## src/rtl/uart_rx_frame_ctrl.sv

```systemverilog
// UART receive frame controller: start detection, mid-bit majority sampling,
// LSB-first deserialization with parity/stop checking and one-cycle result pulses.
module uart_rx_frame_ctrl #(
  parameter int data_width     = 8,
  parameter int prescale_width = 6
) (
  input  logic                      clk,
  input  logic                      rst,
  input  logic                      RX_IN,
  input  logic                      PAR_EN,
  input  logic                      PAR_TYP,
  input  logic [prescale_width-1:0] prescale,
  input  logic [prescale_width-1:0] edge_cnt,
  input  logic [3:0]                bit_cnt,
  output logic                      edge_bit_counter_enable,
  output logic [data_width-1:0]     P_DATA,
  output logic                      data_valid,
  output logic                      par_err,
  output logic                      stp_err,
  output logic                      strt_glitch
);

  typedef enum logic [2:0] {
    IDLE   = 3'd0,
    START  = 3'd1,
    DATA   = 3'd2,
    PARITY = 3'd3,
    STOP   = 3'd4,
    DONE   = 3'd5
  } state_t;

  localparam logic [3:0] last_data_idx = 4'(data_width);

  state_t                    state, state_n;
  logic                      par_en_q, par_typ_q;
  logic [prescale_width-1:0] half_q;
  logic                      samp0, samp1;
  logic [data_width-1:0]     shreg;
  logic                      par_flag;

  logic decide, bit_val;
  logic start_frame, shift_en, par_chk, stop_dec, glitch_n;

  always_comb begin
    decide  = (edge_cnt == half_q + prescale_width'(1));
    bit_val = (samp0 & samp1) | (samp0 & RX_IN) | (samp1 & RX_IN);
  end

  always_ff @(posedge clk or posedge rst) begin
    if (rst) state <= IDLE;
    else     state <= state_n;
  end

  always_comb begin
    state_n     = state;
    start_frame = 1'b0;
    shift_en    = 1'b0;
    par_chk     = 1'b0;
    stop_dec    = 1'b0;
    glitch_n    = 1'b0;
    case (state)
      IDLE: begin
        if (!RX_IN) begin
          state_n     = START;
          start_frame = 1'b1;
        end
      end
      START: begin
        if (decide) begin
          if (bit_val) begin
            state_n  = IDLE;
            glitch_n = 1'b1;
          end else begin
            state_n  = DATA;
          end
        end
      end
      DATA: begin
        if (decide) begin
          shift_en = 1'b1;
          if (bit_cnt == last_data_idx) state_n = par_en_q ? PARITY : STOP;
        end
      end
      PARITY: begin
        if (decide) begin
          par_chk = 1'b1;
          state_n = STOP;
        end
      end
      STOP: begin
        if (decide) begin
          stop_dec = 1'b1;
          state_n  = DONE;
        end
      end
      DONE:    state_n = IDLE;
      default: state_n = IDLE;
    endcase
  end

  always_comb begin
    edge_bit_counter_enable = (state == START) || (state == DATA) ||
                              (state == PARITY) || (state == STOP);
  end

  always_ff @(posedge clk or posedge rst) begin
    if (rst) begin
      par_en_q    <= 1'b0;
      par_typ_q   <= 1'b0;
      half_q      <= '0;
      samp0       <= 1'b0;
      samp1       <= 1'b0;
      shreg       <= '0;
      par_flag    <= 1'b0;
      P_DATA      <= '0;
      data_valid  <= 1'b0;
      par_err     <= 1'b0;
      stp_err     <= 1'b0;
      strt_glitch <= 1'b0;
    end else begin
      strt_glitch <= glitch_n;
      data_valid  <= 1'b0;
      par_err     <= 1'b0;
      stp_err     <= 1'b0;
      if (edge_cnt == half_q - prescale_width'(1)) samp0 <= RX_IN;
      if (edge_cnt == half_q)                      samp1 <= RX_IN;
      if (start_frame) begin
        par_en_q  <= PAR_EN;
        par_typ_q <= PAR_TYP;
        half_q    <= prescale >> 1;
        par_flag  <= 1'b0;
      end
      if (shift_en) shreg <= {bit_val, shreg[data_width-1:1]};
      if (par_chk)  par_flag <= bit_val ^ (^shreg) ^ par_typ_q;
      // Results load on the stop decision so they are visible exactly during DONE.
      if (stop_dec) begin
        P_DATA     <= shreg;
        data_valid <= bit_val & ~par_flag;
        par_err    <= par_flag;
        stp_err    <= ~bit_val;
      end
    end
  end

endmodule

```

## config.mk

```make
export PLATFORM = sky130hd
export DESIGN_NAME = uart_rx_frame_ctrl
export DESIGN_NICKNAME = d
export VERILOG_FILES = /design/src/rtl/uart_rx_frame_ctrl.sv
export SDC_FILE = /design/constraint.sdc
export NUM_CORES = 1
export LEC_CHECK = 0
export CAP_MARGIN = 20
export CORE_ASPECT_RATIO = 1.1
export CORE_MARGIN = 2
export CORE_UTILIZATION = 40
export DETAILED_ROUTE_END_ITERATION = 8
export GPL_TIMING_DRIVEN = 0
export PLACE_DENSITY = 0.78
export SLEW_MARGIN = 20
export SYNTH_ARGS = -nofsm -noshare
export SYNTH_HDL_FRONTEND = slang
export SYNTH_SLANG_ARGS = --single-unit
```

## constraint.sdc

```tcl
create_clock -name clk -period 2.4 [get_ports clk]
set_input_delay 0.48 -clock clk [delete_from_list [all_inputs] [get_ports clk]]
set_output_delay 0.48 -clock clk [all_outputs]
set_load 0.01 [all_outputs]
```

Yosys cells after proc, flatten, opt, wreduce, memory -nomap -nowiden:

Index checks and enable logic that the tools add are counted.

* add/subtract/negate cells: 2
* equality and inequality tests: 14
* multiplexer cells: 23
* bitwise logic cells: 10
* reduce and logical (&&, ||, !) cells: 7

Operators with widths (count)
* $mux 3: 7
* $pmux 3 s5: 1
* $mux 1: 14
* $eq 6x6->1: 2
* $ne 2x2->1 const B: 6
* $reduce_xor 8->1: 1
* $add 5x1->6 const B: 1
* $eq 3x2->1 const B: 2
* $eq 6x5->1: 1
* $reduce_and 6->1: 1
* $sub 5x1->6 const B: 1
* $and 1x1->1: 4
* $eq 4x4->1 const B: 1
* $eq 3x1->1 const B: 1
* $eq 3x3->1 const B: 1
* $logic_not 3->1: 1
* $logic_or 1x1->1: 3
* $mux 2: 1
* $not 1->1: 2
* $or 1x1->1: 2
* $reduce_bool 2->1: 1
* $xor 1x1->1: 2

* register bits after elaboration: 33
* input port bits: 21
* output and inout port bits: 13
* word-level logic and storage cells: 69

Longest topological paths before layout:

* depth in word-level cells: 6
* depth in mapped cells: 8
* depth with buffers taken out: 7

Worst setup path after synthesis:

Ideal clock, no wire load.

* path type: reg-to-reg
* from: register half_q[1]
* to: register shreg[0]
* data arrival time: 2144 ps
* path slack: 131 ps
* cell stages (with the launch flop): 9
* buffers on the path: 1
* cell sequence: dfrtp_1 -> clkbuf_2 -> inv_1 -> ha_1 -> xnor2_1 -> and2b_1 -> nand4_4 -> nor4_4 -> mux2_2

* longest elaborated chain between the ends: 4

RTL lines
* from (decl): line 36 `logic [prescale_width-1:0] half_q;`
* from (signal assigned): line 130 `half_q <= prescale >> 1;`
* $add 5x1->6: line 45 `decide = (edge_cnt == half_q + prescale_width'(1));`
* $eq 6x6->1: line 45
* $mux 1: line 79 `if (decide) begin`
* $mux 1: line 61 `case (state)`
* to (signal assigned): line 133 `if (shift_en) shreg <= {bit_val, shreg[data_width-1:1]};`
* to (decl): line 38 `logic [data_width-1:0] shreg;`

No other way between the ends.
A chain may end at the register's enable or synchronous reset.

Final worst setup path:

* from: input port edge_cnt[2]
* to: register shreg[0]

* longest elaborated chain between the ends: 3

RTL lines
* from (decl): line 13 `input logic [prescale_width-1:0] edge_cnt,`
* $eq 6x6->1: line 45
* $mux 1: line 79
* $mux 1: line 61

No other way between the ends.

==> results.md <==
- Worst Path Required: around 2.6 ns
- Core ar.: 4317 um^2
- Sequential-to-total area share from yosys stat: 46.12%
- Largest net degree at the start of global routing: 34
- Critical R2R Capture: P_DATA[1]
- CTS Buf Count: 5
- Drt pass-1 iters: 4
- R2R setup slack: about 0.15 ns
- Crit path DAT: between 2 and 2.5 ns
- Yosys cell types: between 40 and 50
- CTS tree: built
- Final net count: 220
- Post-synth EDFFs: 0
- Post-synth ARST share: 100.0%
- #FFs+latches synth: 33
- HP Class: register to register
- Crit path to: shreg[0]
- Slew Viols, Final: 0
- Worst hold slack: about 0.5 ns
- DR WL/cell: 14.03 um
- Crit Path Max Fanout: 9
- Critical Path Sink Type: register
- Clk slew on worst S/H paths: 0.07 ns
- Worst setup path startpoint: edge_cnt[2]
- All-Layer GR Usage: roughly 16%
- Crit Path Category: input port to register
- Initial antenna violation count: 0
- R2R Path Start: half_q[1]
- Dpl cells: 240
- Leak: 0.9960 nW
- Clock Skews: approximately 0.0063 ns
- Worst-Margin Slew: between 0.9 and 1 ns
- Area Growth Syn to Fin: 30.54%
- Reg2Reg Depth: 9
- Drt via density: 5.151
- Post-placement cell area: roughly 2200 um^2
- GPL Wtd Cong: between 0.7 and 0.8
- Number of global-route vias before repair: 1316
- Final Hold Vio Count: 0
- Die Span X: between 60 and 70 um
- Clock sink count: 33
- Antenna Violating Nets Remaining: 0
- Max VDD drop: 0.0004842 V
- Hold Path Depth: 1
- Final instance area: roughly 2300 um^2
- Clk root buf: clkbuf_8
- Antenna diodes: 0
- Core Util, Final: 54.14%
- Syn Area/Cell: roughly 12 um^2
- Max Buffers Root-to-Sink: 2
- Site row count: 25
- First-pass GRT wire length: between 5 and 6 mm
- IO Port Bufs: 32
- Most used DFF post-synth: dfrtp_1
- Synth Instances: ~150
- Syn. warnings: 0
- Slew margin rel.: a little over a third
- F_max: between 0.4 and 0.5 GHz
- I/O pins: 34
- Synthesized cell area: 1790 um^2
- DRC violations left: 0
- Fin crit period: ~2.3 ns
- Die Height: approximately 74 um
- Total die area: between 5000 and 6000 um^2
- Fill cells: around 380
- H-tree Lvls: 2
- Non-filler instance count after layout: roughly 250
- Synth Net Count: 177
- Max_cap viols: 0
- Power per Cell Area: ~900 nW/um^2
- DPL Wire Length: 2.422 mm
- Share of layout cells above drive strength 1: a little over a quarter
- Initial Utilization: between 40% and 50%
- Status: finished, final reports clean
- Final setup viols: 0
- Total Wirelength: 3.536 mm
- Via Count: 1298
- Unrepaired setup endpoints after global routing: false
- Type of origin of the critical path: input port
- Starting DRT DRC Count: a little over 60
- Overflow after GRT: 0
- Final Cycle Share: a little over nine tenths
- Worst-Skew Late Latency: approximately 0.29 ns
==> sequential cells by signal, indices dropped and copies added (netlist names) <==
name / count
state: 3
samp1: 1
samp0: 1
shreg: 8
par_typ_q: 1
par_en_q: 1
par_flag: 1
half_q: 5
data_valid: 1
stp_err: 1
P_DATA: 8
strt_glitch: 1
par_err: 1
==> area by class of cell <==
type                       instances  area (um^2)  share of cell area, %
multi-input combinational        110        940.9                  40.26
timing repair buffer              36        369.1                  15.79
clock buffer                       6        72.57                  3.105
buffer                             5        27.53                  1.178
inverter                           6        22.52                 0.9636
clock inverter                     2        10.01                 0.4283
sequential                        33        827.0                  35.39
tap                               54        67.56                  2.891
==> synth_stat cells, types with 2 or more instances <==
| cell type | count | share of area (%) |
|---|---|---|
| a211oi_1 | 2 | 0.84 |
| a21oi_1 | 2 | 0.56 |
| and2_1 | 2 | 0.70 |
| clkbuf_1 | 2 | 0.42 |
| dfrtp_1 | 33 | 46 |
| ha_1 | 2 | 1.4 |
| inv_1 | 6 | 1.3 |
| mux2_2 | 23 | 14 |
| nand2_1 | 6 | 1.3 |
| nand2b_1 | 4 | 1.4 |
| nand3_1 | 2 | 0.56 |
| nor2_1 | 6 | 1.3 |
| nor3_1 | 3 | 0.84 |
| nor4_1 | 3 | 1.0 |
| o211ai_1 | 2 | 0.84 |
| o21ai_0 | 7 | 2.0 |
| o31ai_1 | 2 | 0.84 |
| or3_1 | 2 | 0.70 |
| or4_2 | 2 | 0.98 |
| xnor2_1 | 13 | 6.4 |
| xor2_1 | 3 | 1.5 |
==> how the worst min path moves through the flow <==
| stage | start | to |
|---|---|---|
| global placement | P_DATA[0] | P_DATA[0] |
| CTS | par_flag | par_err |
| global route | P_DATA[2] | P_DATA[2] |
| detailed placement | par_flag | par_err |
| floorplan | par_flag | par_err |
| finish | par_flag | par_err |
==> per-stage QoR <==
step / total power, W / TNS [ns] / worst slack [ns]
finish: 0.002098 / 0 / 0.1008
global route: 0.002247 / 0 / 0.01293
CTS: 0.002038 / 0 / 0.04916
detailed placement: 0.001632 / -7.228 / -0.4598
global placement: 0.001610 / -6.505 / -0.4207
floorplan: 0.001434 / 0 / 0.1309
==> timing repair <==
action | CTS | global route
hold buffers | 0 | 0
endpoints found under the hold margin | 0 | 0
setup endpoints to repair | 16 | 19
setup buffers | 2 | 2
pin swaps | 2 | 1
resized for setup | 0 | 9
==> critical path: stages <==
cell and delay [ns]:
clkdlybuf4s50_1 0.49, nand2b_1 0.21, o211ai_1 0.27, a31oi_4 0.21, nor4_4 0.28, buf_6 0.18
mux2_2 0.34
==> layer usage <==
metal / vias up / part of all wire [%] / global-route usage (%)
li1: 636 / - / -
met1: 627 / 43 / 19.03
met2: 26 / 48 / 25.82
met3: 9 / 6.1 / 4.539
met4: 0 / 2.4 / 7.556
met5: - / 0 / 0
==> cell families after synthesis <==
group,count (synthesis),share of synthesized area [%]
and+or+nand+nor,43,16.56
DFF,33,46.12
muxes,24,15.02
AOI/OAI and AO/OA,23,8.945
xor gates and xnor gates,17,8.736
buffers and inverters,11,2.655
adders and majority gates,3,1.956
==> where the power goes <==
group / leakage, nW / total [W] / switching [W] / internal [W]
Combinational: 0.513 / 0.000928 / 0.000489 / 0.000439
Sequential: 0.438 / 0.000770 / 0.000103 / 0.000667
Clock: 0.0450 / 0.000400 / 0.000200 / 0.000201
Total: 0.996 / 0.00210 / 0.000792 / 0.00131
==> cell usage in the layout, fill, tap and decap left out, types with 5 or more instances in the layout <==
cell type | synthesis | final
dfrtp_1 | 33 | 32
clkdlybuf4s50_1 | 0 | 31
mux2_2 | 23 | 23
xnor2_1 | 13 | 12
o21ai_0 | 7 | 7
nand2_1 | 6 | 6
inv_1 | 6 | 5
nor2_1 | 6 | 5
clkbuf_8 | 0 | 5
No activity file was read; power rests on OpenSTA's default activity.
